### src/rtl/ram_port_arbiter_pkg.sv
// Shared types and constants for the buffer RAM port arbiter.
// Holds the ownership FSM encoding and the drain length.
package ram_port_arbiter_pkg;

  typedef enum logic [2:0] {
    DMA_OWN,
    CLR,
    RUN,
    DRAIN,
    DONE
  } state_e;

  localparam int DRAIN_CYC = 2;

endpackage

### src/rtl/ram_port_arbiter_if.sv
// RAM-side bus bundle: the DMA port, the custom port and the RAM port.
// The slave modport is the arbiter; the master modport is everything else.
interface ram_port_arbiter_if #(
  parameter int W_ADDR = 12,
  parameter int W_DATA = 128
);
  logic [W_ADDR-1:0] dma_wr_addr;
  logic [W_ADDR-1:0] dma_rd_addr;
  logic              dma_wren_a;
  logic              dma_rden_b;
  logic [W_DATA-1:0] dma_wr_data;
  logic [W_DATA-1:0] dma_rd_data;

  logic [W_ADDR-1:0] custom_wr_addr;
  logic [W_ADDR-1:0] custom_rd_addr;
  logic              custom_wren_a;
  logic              custom_rden_b;
  logic [W_DATA-1:0] custom_wr_data;
  logic [W_DATA-1:0] custom_rd_data;

  logic [W_ADDR-1:0] ram_addr_a;
  logic [W_ADDR-1:0] ram_addr_b;
  logic              ram_wren_a;
  logic              ram_rden_b;
  logic [W_DATA-1:0] ram_data_a;
  logic [W_DATA-1:0] ram_q_b;

  modport slave (
    input  dma_wr_addr, dma_rd_addr,
    input  dma_wren_a, dma_rden_b, dma_wr_data,
    output dma_rd_data,
    input  custom_wr_addr, custom_rd_addr,
    input  custom_wren_a, custom_rden_b, custom_wr_data,
    output custom_rd_data,
    output ram_addr_a, ram_addr_b,
    output ram_wren_a, ram_rden_b, ram_data_a,
    input  ram_q_b
  );

  modport master (
    output dma_wr_addr, dma_rd_addr,
    output dma_wren_a, dma_rden_b, dma_wr_data,
    input  dma_rd_data,
    output custom_wr_addr, custom_rd_addr,
    output custom_wren_a, custom_rden_b, custom_wr_data,
    input  custom_rd_data,
    input  ram_addr_a, ram_addr_b,
    input  ram_wren_a, ram_rden_b, ram_data_a,
    output ram_q_b
  );

endinterface

### src/rtl/ram_port_mux.sv
// Two-master to RAM mux; the non-owner's strobes never reach the RAM.
// Read data fans out to both masters regardless of ownership.
module ram_port_mux #(
  parameter int W_ADDR = 12,
  parameter int W_DATA = 128
) (
  input  logic              sel_custom,
  input  logic [W_ADDR-1:0] dma_wr_addr,
  input  logic [W_ADDR-1:0] dma_rd_addr,
  input  logic              dma_wren_a,
  input  logic              dma_rden_b,
  input  logic [W_DATA-1:0] dma_wr_data,
  input  logic [W_ADDR-1:0] custom_wr_addr,
  input  logic [W_ADDR-1:0] custom_rd_addr,
  input  logic              custom_wren_a,
  input  logic              custom_rden_b,
  input  logic [W_DATA-1:0] custom_wr_data,
  input  logic [W_DATA-1:0] ram_q_b,
  output logic [W_ADDR-1:0] ram_addr_a,
  output logic [W_ADDR-1:0] ram_addr_b,
  output logic              ram_wren_a,
  output logic              ram_rden_b,
  output logic [W_DATA-1:0] ram_data_a,
  output logic [W_DATA-1:0] dma_rd_data,
  output logic [W_DATA-1:0] custom_rd_data
);

  assign ram_addr_a = sel_custom ? custom_wr_addr : dma_wr_addr;
  assign ram_addr_b = sel_custom ? custom_rd_addr : dma_rd_addr;
  assign ram_data_a = sel_custom ? custom_wr_data : dma_wr_data;
  assign ram_wren_a = sel_custom ? custom_wren_a : dma_wren_a;
  assign ram_rden_b = sel_custom ? custom_rden_b : dma_rden_b;

  assign dma_rd_data    = ram_q_b;
  assign custom_rd_data = ram_q_b;

endmodule

### src/rtl/ram_port_arbiter.sv
// Hands the shared buffer RAM between the DMA engine and custom logic.
// Runs the ownership FSM, result-write counter, watchdog and flags.
module ram_port_arbiter
  import ram_port_arbiter_pkg::*;
#(
  parameter int W_ADDR      = 12,
  parameter int W_DATA      = 128,
  parameter int TIMEOUT_CYC = 4096
) (
  input  logic              clk,
  input  logic              rst_n,
  input  logic              dma_start,
  input  logic [W_ADDR:0]   dma_len,
  ram_port_arbiter_if.slave bus,
  output logic              custom_en,
  output logic              custom_rst,
  output logic              busy,
  output logic              done_irq,
  output logic              timeout_err,
  output logic              dma_collision,
  output logic [W_ADDR:0]   wr_count
);

  localparam int WD_W = $clog2(TIMEOUT_CYC + 1);

  state_e          state;
  logic            owner;
  logic [W_ADDR:0] len;
  logic [WD_W-1:0] wdog;
  logic [1:0]      dcnt;
  logic            dma_hit;
  logic            hit_len;
  logic            hit_wd;

  assign dma_hit = bus.dma_wren_a | bus.dma_rden_b;
  assign hit_len = bus.custom_wren_a &&
                   (wr_count + 1'b1 == len);
  // a write in the expiry cycle wins over the watchdog
  assign hit_wd  = !bus.custom_wren_a &&
                   (wdog == WD_W'(TIMEOUT_CYC));

  ram_port_mux #(
    .W_ADDR (W_ADDR),
    .W_DATA (W_DATA)
  ) u_mux (
    .sel_custom     (owner),
    .dma_wr_addr    (bus.dma_wr_addr),
    .dma_rd_addr    (bus.dma_rd_addr),
    .dma_wren_a     (bus.dma_wren_a),
    .dma_rden_b     (bus.dma_rden_b),
    .dma_wr_data    (bus.dma_wr_data),
    .custom_wr_addr (bus.custom_wr_addr),
    .custom_rd_addr (bus.custom_rd_addr),
    .custom_wren_a  (bus.custom_wren_a),
    .custom_rden_b  (bus.custom_rden_b),
    .custom_wr_data (bus.custom_wr_data),
    .ram_q_b        (bus.ram_q_b),
    .ram_addr_a     (bus.ram_addr_a),
    .ram_addr_b     (bus.ram_addr_b),
    .ram_wren_a     (bus.ram_wren_a),
    .ram_rden_b     (bus.ram_rden_b),
    .ram_data_a     (bus.ram_data_a),
    .dma_rd_data    (bus.dma_rd_data),
    .custom_rd_data (bus.custom_rd_data)
  );

  always_ff @(posedge clk or negedge rst_n) begin
    if (!rst_n) begin
      state         <= DMA_OWN;
      owner         <= 1'b0;
      custom_en     <= 1'b0;
      custom_rst    <= 1'b0;
      busy          <= 1'b0;
      done_irq      <= 1'b0;
      timeout_err   <= 1'b0;
      dma_collision <= 1'b0;
      wr_count      <= '0;
      len           <= '0;
      wdog          <= '0;
      dcnt          <= '0;
    end else begin
      done_irq   <= 1'b0;
      custom_rst <= 1'b0;
      if (owner && dma_hit) dma_collision <= 1'b1;
      unique case (state)
        DMA_OWN: begin
          if (dma_start) begin
            len           <= dma_len;
            wr_count      <= '0;
            timeout_err   <= 1'b0;
            dma_collision <= 1'b0;
            state         <= CLR;
            owner         <= 1'b1;
            busy          <= 1'b1;
            custom_rst    <= 1'b1;
          end
        end
        CLR: begin
          wdog <= '0;
          dcnt <= '0;
          if (len == '0) begin
            state    <= DONE;
            owner    <= 1'b0;
            busy     <= 1'b0;
            done_irq <= 1'b1;
          end else begin
            state     <= RUN;
            custom_en <= 1'b1;
          end
        end
        RUN: begin
          if (bus.custom_wren_a) begin
            wr_count <= wr_count + 1'b1;
            wdog     <= '0;
          end else begin
            wdog <= wdog + 1'b1;
          end
          if (hit_wd) timeout_err <= 1'b1;
          if (hit_len || hit_wd) begin
            state     <= DRAIN;
            custom_en <= 1'b0;
            dcnt      <= '0;
          end
        end
        DRAIN: begin
          if (bus.custom_wren_a && wr_count != '1)
            wr_count <= wr_count + 1'b1;
          if (dcnt == 2'(DRAIN_CYC - 1)) begin
            state    <= DONE;
            owner    <= 1'b0;
            busy     <= 1'b0;
            done_irq <= 1'b1;
          end else begin
            dcnt <= dcnt + 1'b1;
          end
        end
        DONE: state <= DMA_OWN;
        default: state <= DMA_OWN;
      endcase
    end
  end

endmodule

### src/flat_wrapper.sv
// flat-port wrapper written by rule: the top's interface ports become plain ports
module ram_port_arbiter_flat import ram_port_arbiter_pkg::*;
#(
  parameter int W_ADDR      = 12,
  parameter int W_DATA      = 128,
  parameter int TIMEOUT_CYC = 4096
)
  (clk, rst_n, dma_start, dma_len, custom_en, custom_rst, busy, done_irq, timeout_err, dma_collision, wr_count, bus_dma_wr_addr, bus_dma_rd_addr, bus_dma_wren_a, bus_dma_rden_b, bus_dma_wr_data, bus_dma_rd_data, bus_custom_wr_addr, bus_custom_rd_addr, bus_custom_wren_a, bus_custom_rden_b, bus_custom_wr_data, bus_custom_rd_data, bus_ram_addr_a, bus_ram_addr_b, bus_ram_wren_a, bus_ram_rden_b, bus_ram_data_a, bus_ram_q_b);
  ram_port_arbiter_if #(.W_ADDR(W_ADDR), .W_DATA(W_DATA)) bus_i ();
  input  logic clk;
  input  logic rst_n;
  input  logic dma_start;
  input  logic [W_ADDR:0] dma_len;
  output logic custom_en;
  output logic custom_rst;
  output logic busy;
  output logic done_irq;
  output logic timeout_err;
  output logic dma_collision;
  output logic [W_ADDR:0] wr_count;
  input wire logic [$bits(bus_i.dma_wr_addr)-1:0] bus_dma_wr_addr;
  input wire logic [$bits(bus_i.dma_rd_addr)-1:0] bus_dma_rd_addr;
  input wire logic [$bits(bus_i.dma_wren_a)-1:0] bus_dma_wren_a;
  input wire logic [$bits(bus_i.dma_rden_b)-1:0] bus_dma_rden_b;
  input wire logic [$bits(bus_i.dma_wr_data)-1:0] bus_dma_wr_data;
  output wire logic [$bits(bus_i.dma_rd_data)-1:0] bus_dma_rd_data;
  input wire logic [$bits(bus_i.custom_wr_addr)-1:0] bus_custom_wr_addr;
  input wire logic [$bits(bus_i.custom_rd_addr)-1:0] bus_custom_rd_addr;
  input wire logic [$bits(bus_i.custom_wren_a)-1:0] bus_custom_wren_a;
  input wire logic [$bits(bus_i.custom_rden_b)-1:0] bus_custom_rden_b;
  input wire logic [$bits(bus_i.custom_wr_data)-1:0] bus_custom_wr_data;
  output wire logic [$bits(bus_i.custom_rd_data)-1:0] bus_custom_rd_data;
  output wire logic [$bits(bus_i.ram_addr_a)-1:0] bus_ram_addr_a;
  output wire logic [$bits(bus_i.ram_addr_b)-1:0] bus_ram_addr_b;
  output wire logic [$bits(bus_i.ram_wren_a)-1:0] bus_ram_wren_a;
  output wire logic [$bits(bus_i.ram_rden_b)-1:0] bus_ram_rden_b;
  output wire logic [$bits(bus_i.ram_data_a)-1:0] bus_ram_data_a;
  input wire logic [$bits(bus_i.ram_q_b)-1:0] bus_ram_q_b;
  assign bus_i.dma_wr_addr = bus_dma_wr_addr;
  assign bus_i.dma_rd_addr = bus_dma_rd_addr;
  assign bus_i.dma_wren_a = bus_dma_wren_a;
  assign bus_i.dma_rden_b = bus_dma_rden_b;
  assign bus_i.dma_wr_data = bus_dma_wr_data;
  assign bus_dma_rd_data = bus_i.dma_rd_data;
  assign bus_i.custom_wr_addr = bus_custom_wr_addr;
  assign bus_i.custom_rd_addr = bus_custom_rd_addr;
  assign bus_i.custom_wren_a = bus_custom_wren_a;
  assign bus_i.custom_rden_b = bus_custom_rden_b;
  assign bus_i.custom_wr_data = bus_custom_wr_data;
  assign bus_custom_rd_data = bus_i.custom_rd_data;
  assign bus_ram_addr_a = bus_i.ram_addr_a;
  assign bus_ram_addr_b = bus_i.ram_addr_b;
  assign bus_ram_wren_a = bus_i.ram_wren_a;
  assign bus_ram_rden_b = bus_i.ram_rden_b;
  assign bus_ram_data_a = bus_i.ram_data_a;
  assign bus_i.ram_q_b = bus_ram_q_b;
  ram_port_arbiter #(.W_ADDR(W_ADDR), .W_DATA(W_DATA), .TIMEOUT_CYC(TIMEOUT_CYC)) u_core (.clk(clk), .rst_n(rst_n), .dma_start(dma_start), .dma_len(dma_len), .bus(bus_i), .custom_en(custom_en), .custom_rst(custom_rst), .busy(busy), .done_irq(done_irq), .timeout_err(timeout_err), .dma_collision(dma_collision), .wr_count(wr_count));
endmodule
### config.mk
export PLATFORM = sky130hd
export DESIGN_NAME = ram_port_arbiter_flat
export DESIGN_NICKNAME = d
export VERILOG_FILES = /design/src/rtl/ram_port_arbiter_pkg.sv /design/src/rtl/ram_port_arbiter_if.sv /design/src/rtl/ram_port_mux.sv /design/src/rtl/ram_port_arbiter.sv /design/src/flat_wrapper.sv
export SDC_FILE = /design/constraint.sdc
export NUM_CORES = 1
export LEC_CHECK = 0
export ABC_AREA = 1
export BUFFER_PORTS_ARGS = -buffer_cell sky130_fd_sc_hd__buf_4
export CAP_MARGIN = 20
export CORE_AREA = 5 5 343 345
export CTS_CLUSTER_DIAMETER = 80
export DETAILED_ROUTE_END_ITERATION = 8
export DIE_AREA = 0 0 348 350
export GPL_TIMING_DRIVEN = 0
export HOLD_SLACK_MARGIN = 0.08
export SLEW_MARGIN = 0
export SYNTH_ARGS = -nofsm -noshare
export SYNTH_HDL_FRONTEND = slang
export SYNTH_HIERARCHICAL = 1
export SYNTH_SLANG_ARGS = --single-unit
### constraint.sdc
create_clock -name clk -period 3 [get_ports clk]
set_input_delay 0.15 -clock clk [delete_from_list [all_inputs] [get_ports clk]]
set_output_delay 0.15 -clock clk [all_outputs]
set_load 0.005 [all_outputs]
==> flow_metrics.tcl, run 1 <==
set metrics [dict create \
    r2r_end "u_core/custom_en" \
    grt_overflow 0 \
    reg2reg_depth 14 \
    endpoint_kind "primary output" \
    vias_per_cell 2.90 \
    cp-start-kind "flip-flop" \
    total_power_mw 8.21 \
    finalInstanceArea_sq_um 14600 \
    r2r_setup_slack_ns 0.90 \
    ant_nets 0 \
    antenna_found_initial 16 \
    clk_latency_ns 0.28 \
    switching_power_mw 4.35 \
    drc 0 \
    coreArea_sq_um 114000 \
    arrival_ns 2.47 \
    die-area_sq_um 122000 \
    clkTransAtPathRegs_ns 0.06 \
    ctsHoldBuffers 7 \
    drt-wirelength-per-cell_um 21.4 \
    final_common_cell "buf_4" \
    synth_seq_cells 50 \
    hold_depth 3 \
    yosysSeqAreaShare_pct 18.6 \
    drtIter0Drc 646 \
    p_per_area_nw_per_um2 564 \
    areaGrowthSynthToFinish_pct 116 \
    setup_violations 0 \
    final_cell_mix "buf_4 (1017), nand2_1 (554), inv_1 (59), dfrtp_1 (50), nand3_1 (30)" \
    hold_start "dma_len[8]" \
    clock_path_buffers 2 \
    cts_resized 0 \
    final_nets 2345 \
    hold_violations 0 \
    layout-drive-gt1-share_pct 57.2 \
    cts_buffers 5 \
    seqPwrFrac_pct 12.0 \
    place_area_sq_um 14300 \
    worstPathRequired_ns 2.85 \
    track_usage_pct 11.0 \
    synth_top_family_by_area "simple AND/OR/NAND/NOR gates" \
    slew-limit-headroom_pct 41.9 \
    worst_pin_slew_ns 0.871 \
    worst_clock_skew_ns 0.00615 \
    syn_inst 1121 \
    synth.avg_cell_area_sq_um 6.00 \
    initial_core_util_pct 5.90 \
    clock-root-buffer "clkbuf_16" \
    fin_crit_ns 2.62 \
    pin_count 881 \
    yosys_warnings 6 \
    dp_hpwl_mm 67.8 \
    syn-num-nets 1577 \
    die_y_um 350 \
    switching_share_pct 53.0 \
    path_cells "inv_2, buf_2, buf_2, nand2_1, nand2_1, buf_4" \
    cts_max_level 2 \
    cts.sinks 50 \
    fillers 13300 \
    cts_setup_buffers 0 \
    slew_viol_final 0 \
    drt_wl_total_mm 73.1 \
    port_buffers 752 \
    power_frac_comb_pct 80.3 \
    dr.max_layer_used "met5" \
    cts_tree "done" \
    status "completed" \
    synthMuxAreaShare_pct 0.149 \
    grt_pass1_wl_mm 90.1 \
    synth_compound_area_share_pct 6.12 \
    max_freq_ghz 0.381 \
    grt_pass1_vias 9879 \
    route.met3.wl_mm 7.33 \
    peakVddDrop_mv 0.300 \
    hold_end "u_core/len[8]" \
    synth.distinct_cells 38 \
    synthSimpleGateAreaFrac_pct 38.4 \
    p_clk_share_pct 7.7 \
    die_width_um 348 \
    cp_slowest_cell "buf_2" \
    routed-wl-met2_mm 34.7 \
    num_vias 9898 \
    min_path_type "primary input to flip-flop" \
    wl_met1_mm 30.0 \
    grt_start_max_net_pins 51 \
    rows 124 \
    cap_violations 0 \
    path_class "flip-flop to primary output" \
    fin_setup_tns_ns 0 \
    synth_area_sq_um 6720 \
    rsz0062_at_grt "false" \
    p_int_mw 3.86 \
    path_max_fanout 10 \
    leakage_nw 7.83 \
    synth_xor_area_share_pct 0.744 \
    synth-adder-area-share_pct 0.744 \
    first_pass_iters 5 \
    crit_path_max_incr_delay_ns 0.48 \
    gp_congestion 0.945 \
    finalCritPeriodShare_pct 87.5 \
    reg2reg_from "u_core/wr_count[0]" \
]
==> worst max-delay path, delay by kind of cell (launching register included) <==
kind | cells | cell delay (ns)
buffers and inverters | 4 | 1.33
AND/OR/NAND/NOR | 2 | 0.37
flip-flops | 1 | 0.47
==> Yosys cell counts, drive strengths merged <==
master / count / area share, %
a21oi: 8 / 0.65
a22o: 1 / 0.13
a22oi: 1 / 0.11
a31oi: 1 / 0.093
buf: 283 / 31
clkbuf: 12 / 0.67
dfrtp: 50 / 19
ha: 4 / 0.74
inv: 64 / 3.6
mux2i: 1 / 0.15
nand2: 562 / 32
nand3: 30 / 2.2
nand3b: 3 / 0.33
nand4: 7 / 0.65
nor2: 36 / 2.6
nor3: 3 / 0.30
nor4: 2 / 0.41
o21a: 1 / 0.11
o21ai: 26 / 2.0
o22ai: 18 / 2.6
o31ai: 1 / 0.11
o32ai: 2 / 0.26
or2: 1 / 0.093
xnor3: 1 / 0.35
xor2: 3 / 0.39
==> layout make-up <==
type                            instances  area (sq um)  share of cell area, %
Timing Repair Buffer                  761          5750                   39.5
Tap cell                             1512          1890                   13.0
Inverter                               64           240                   1.65
Antenna cell                           11          27.5                  0.189
Buffer                                295          2130                   14.6
Sequential cell                        50          1250                   8.60
Clock buffer                            7           133                  0.911
Multi-Input combinational cell        712          3100                   21.3
Clock inverter                          1          30.0                  0.206
==> through the flow <==
stage	utilization (%)	cells	setup slack [ns]	hold slack, ns
after floorplan	-	1121	1.22	-0.146
after global placement	12.5	3385	0.262	0.221
after detailed placement	12.5	3386	0.445	0.222
after CTS	12.7	3401	0.131	0.0829
after global routing	12.8	3402	0.117	0.0997
final	12.8	3413	0.375	0.0865
==> routing by layer <==
layer | vias up | track usage [%]
met5 | - | 0
met4 | 10 | 1.48
met2 | 582 | 18.7
met3 | 50 | 4.38
li1 | 4718 | -
met1 | 4538 | 13.3
==> registers in the layout, indices dropped and copies added, names as in the netlist <==
name                  flops
u_core/custom_en          1
u_core/custom_rst         1
u_core/dcnt               2
u_core/dma_collision      1
u_core/done_irq           1
u_core/len               13
u_core/owner              1
u_core/state              3
u_core/timeout_err        1
u_core/wdog              13
u_core/wr_count          13
==> power groups by stage <==
stage / sequential, mW / combinational (mW) / clock (mW)
after global placement: 1.00 / 6.81 / 0
after detailed placement: 1.01 / 6.84 / 0
after floorplan: 0.960 / 2.56 / 0
final: 0.989 / 6.59 / 0.631
after global routing: 1.02 / 7.22 / 0.677
after CTS: 0.993 / 6.88 / 0.651
==> logic make-up after synthesis <==
family	count (synthesis)
fa+ha+maj	4
flops	50
buf+inv	359
compound gates	59
simple gates	644
mux	1
xor+xnor	4
==> worst max-delay path by stage <==
stage	startpoint	to	slack (ns)	depth (start not counted)
after floorplan	u_core/wr_count[0]	u_core/wr_count[0]	1.22	8
after global placement	u_core/owner	bus_ram_data_a[63]	0.26	5
after detailed placement	u_core/owner	bus_ram_data_a[118]	0.45	6
after CTS	u_core/owner	bus_ram_data_a[118]	0.13	6
after global routing	u_core/owner	bus_ram_data_a[118]	0.12	6
final	u_core/owner	bus_ram_data_a[122]	0.38	6
Note: power is estimated with default switching activity, not from simulation.
==> run 2, diff against run 1 <==
--- a/config.mk
+++ b/config.mk
@@ -8,14 +8,14 @@
 export ABC_AREA = 1
 export BUFFER_PORTS_ARGS = -buffer_cell sky130_fd_sc_hd__buf_4
 export CAP_MARGIN = 20
-export CORE_AREA = 5 5 343 345
+export CORE_AREA = 5 5 339 341
+export CTS_BUF_LIST = sky130_fd_sc_hd__clkbuf_4
 export CTS_CLUSTER_DIAMETER = 80
 export DETAILED_ROUTE_END_ITERATION = 8
-export DIE_AREA = 0 0 348 350
+export DIE_AREA = 0 0 344 346
 export GPL_TIMING_DRIVEN = 0
 export HOLD_SLACK_MARGIN = 0.08
 export SLEW_MARGIN = 0
 export SYNTH_ARGS = -nofsm -noshare
 export SYNTH_HDL_FRONTEND = slang
-export SYNTH_HIERARCHICAL = 1
 export SYNTH_SLANG_ARGS = --single-unit
==> run 2 against run 1 <==
Compared with the run above:
- power shrank 4.8%
- count of clock-buffer cells in the layout is 2 lower
- worst hold slack better by 0.016 ns
- clock skew increased by 0.0094 ns
- non-clock buffer count is 5 higher
- sequential share of layout area rose by 0.085 points
- maximum frequency shrank 4.3%
- cell count increased by 0.41%
- critical path type unchanged
- clock power shrank 33%
- sequential cell count is the same
- critical path depth stayed put
==> flow_metrics.tcl, run 2 <==
set metrics [dict create \
    status "completed" \
    peakVddDrop_mv 0.285 \
    synthMostInstantiatedCell "nand2_1" \
    gr-usage-met2_pct 18.8 \
    synth_seq_cells 50 \
    port_buffers 752 \
    layout-drive-gt1-share_pct 54.5 \
    min_path_type "primary input to flip-flop" \
    cts_buffers 5 \
    cp-start-kind "flip-flop" \
    cp_common_cell "nand2_1" \
    syn-num-nets 1595 \
    synth_edf_count 0 \
    cap_violations 0 \
    areaGrowthSynthToFinish_pct 119 \
    place_area_sq_um 14100 \
    cp_num_buf_inv 4 \
    cts_setup_buffers 0 \
    yosysTopAreaCell "nand2_1" \
    path_delay_family "buffers and inverters" \
    leakage_nw 7.75 \
    final-seq-area_sq_um 1250 \
    max_freq_ghz 0.364 \
    ant_nets 0 \
    clkTransAtPathRegs_ns 0.16 \
    fin_setup_tns_ns 0 \
    top_usage_layer "met2" \
    setup_violations 0 \
    final_nets 2368 \
    drt_wl_total_mm 70.9 \
    hold_violations 0 \
    yosysSeqAreaShare_pct 19.0 \
    drtIter0Drc 480 \
    fillers 13000 \
    p_per_area_nw_per_um2 542 \
    cts.sinks 50 \
    slew-limit-headroom_pct 47.1 \
    gr-usage-met3_pct 4.42 \
    yosys_warnings 0 \
    worst_clock_skew_ns 0.0155 \
    ys.flop_type "dfrtp_1" \
    cts_tree "done" \
    synthArstFlopShare_pct 100 \
    num_vias 9861 \
    vias_per_cell 2.88 \
    finalCritPeriodShare_pct 91.5 \
    die-area_sq_um 119000 \
    clock-root-buffer "clkbuf_4" \
    arrival_ns 2.59 \
    worstPathRequired_ns 2.85 \
    coreArea_sq_um 112000 \
    track_usage_pct 10.9 \
    ys_top_cells_by_area "nand2_1 (33%), buf_4 (29%), dfrtp_1 (19%)" \
    cp_slowest_cell "dfrtp_1" \
    slew_viol_final 0 \
    rows 123 \
    pin_count 881 \
    path_max_fanout 10 \
    path_cells "inv_2, clkbuf_8, clkbuf_1, nand2_1, nand2_1, buf_4" \
    initial_core_util_pct 5.90 \
    multi_input_area_sq_um 3040 \
    clk_latency_ns 0.39 \
    grt_pass1_vias 9823 \
    crit_path_max_incr_delay_ns 0.55 \
    ys_top_cells_by_count "nand2_1 (582), buf_4 (257), inv_1 (55)" \
    path_class "flip-flop to primary output" \
    biggestRegsByFlops "u_core.len x13, u_core.wdog x13, u_core.wr_count x13" \
    final_common_cell "buf_4" \
    gp_congestion 0.893 \
    fin_crit_ns 2.74 \
    synth_area_sq_um 6580 \
    first_pass_iters 6 \
    die_y_um 346 \
    antenna_found_initial 22 \
    worst_pin_slew_ns 0.793 \
    finalInstanceArea_sq_um 14400 \
    final_cell_mix "buf_4 (1009), nand2_1 (582), inv_1 (55), dfrtp_1 (50), nor2_1 (34)" \
    cts_max_level 2 \
    synth.distinct_cells 29 \
    dp_hpwl_mm 66.0 \
    die_width_um 344 \
    yosysTopAreaCellShare_pct 33.2 \
    grt_overflow 0 \
    drt-wirelength-per-cell_um 20.7 \
    grt_start_max_net_pins 51 \
    clock_path_buffers 2 \
    drc 0 \
    use_met1_pct 13.0 \
    rsz0062_at_grt "false" \
    grt_pass1_wl_mm 87.8 \
    syn_inst 1139 \
    synth.avg_cell_area_sq_um 5.78 \
    endpoint_kind "primary output" \
]
## run 2: power breakdown
| group | switching, mW | internal (mW) |
|---|---|---|
| clock network | 0.241 | 0.182 |
| logic | 3.82 | 2.57 |
| registers | 0.159 | 0.837 |
## run 2: worst min-delay path, stage by stage
cell     delay (ns)
buf_4          0.08
inv_1          0.04
nand2_1        0.05
a21oi_1        0.05
nor2_1         0.09
## run 2: timing repair
action                                 4_1_cts  5_1_grt
setup endpoints to repair                  100        0
endpoints found under the hold margin       63        0
gates resized for setup                      9        0
hold buffers                                14        0
## run 2: metal layers
metal | vias up | share of wire, %
met4 | 14 | 2.3
li1 | 4782 | -
met5 | - | 0.13
met1 | 4431 | 40
met3 | 58 | 12
met2 | 576 | 46
## run 2: metrics by stage
step,hold slack (ns),cells,utilization [%],power (mW),worst slack (ns)
finish,0.102,3427,12.9,7.82,0.256
global route,0.0955,3415,12.9,8.54,0.111
CTS,0.0967,3413,12.9,8.11,0.156
detailed placement,0.225,3392,12.7,7.64,-0.155
global placement,0.228,3391,12.6,7.60,-0.857
floorplan,-0.146,1139,-,3.35,1.27
## run 2: worst paths after layout
check,startpoint,endpoint,slack (ns),cells after the start
worst max register to register,u_core.wr_count[0],u_core.wr_count[7],0.83,11
max in group asynchronous,rst_n,u_core.wr_count[10],2.26,2
min in group asynchronous,rst_n,u_core.len[6],0.31,2
worst min-delay path,bus_dma_rden_b,u_core.dma_collision,0.10,5
worst max-delay path,u_core.busy,bus_ram_data_a[81],0.26,6
worst min register to register,u_core.custom_en,u_core.custom_en,0.50,2
## run 2: layout make-up
type                    instances  share of cell area (%)
multi-input cells             735                    21.1
flip-flops and latches         50                    8.68
inverters                      59                    1.54
clock buffers                   5                   0.261
well taps                    1500                    13.0
plain buffers                 294                    14.5
repair buffers                767                    40.3
clock inverters                 3                   0.330
diodes                         14                   0.243
## run 2: kinds of logic after synthesis
group	share of synthesized area (%)
AO/OA/AOI/OAI	4.31
XOR/XNOR	0.266
adder cells (fa/ha/maj)	0.760
buffers and inverters	34.9
flip-flops	19.0
AND/OR/NAND/NOR	40.8
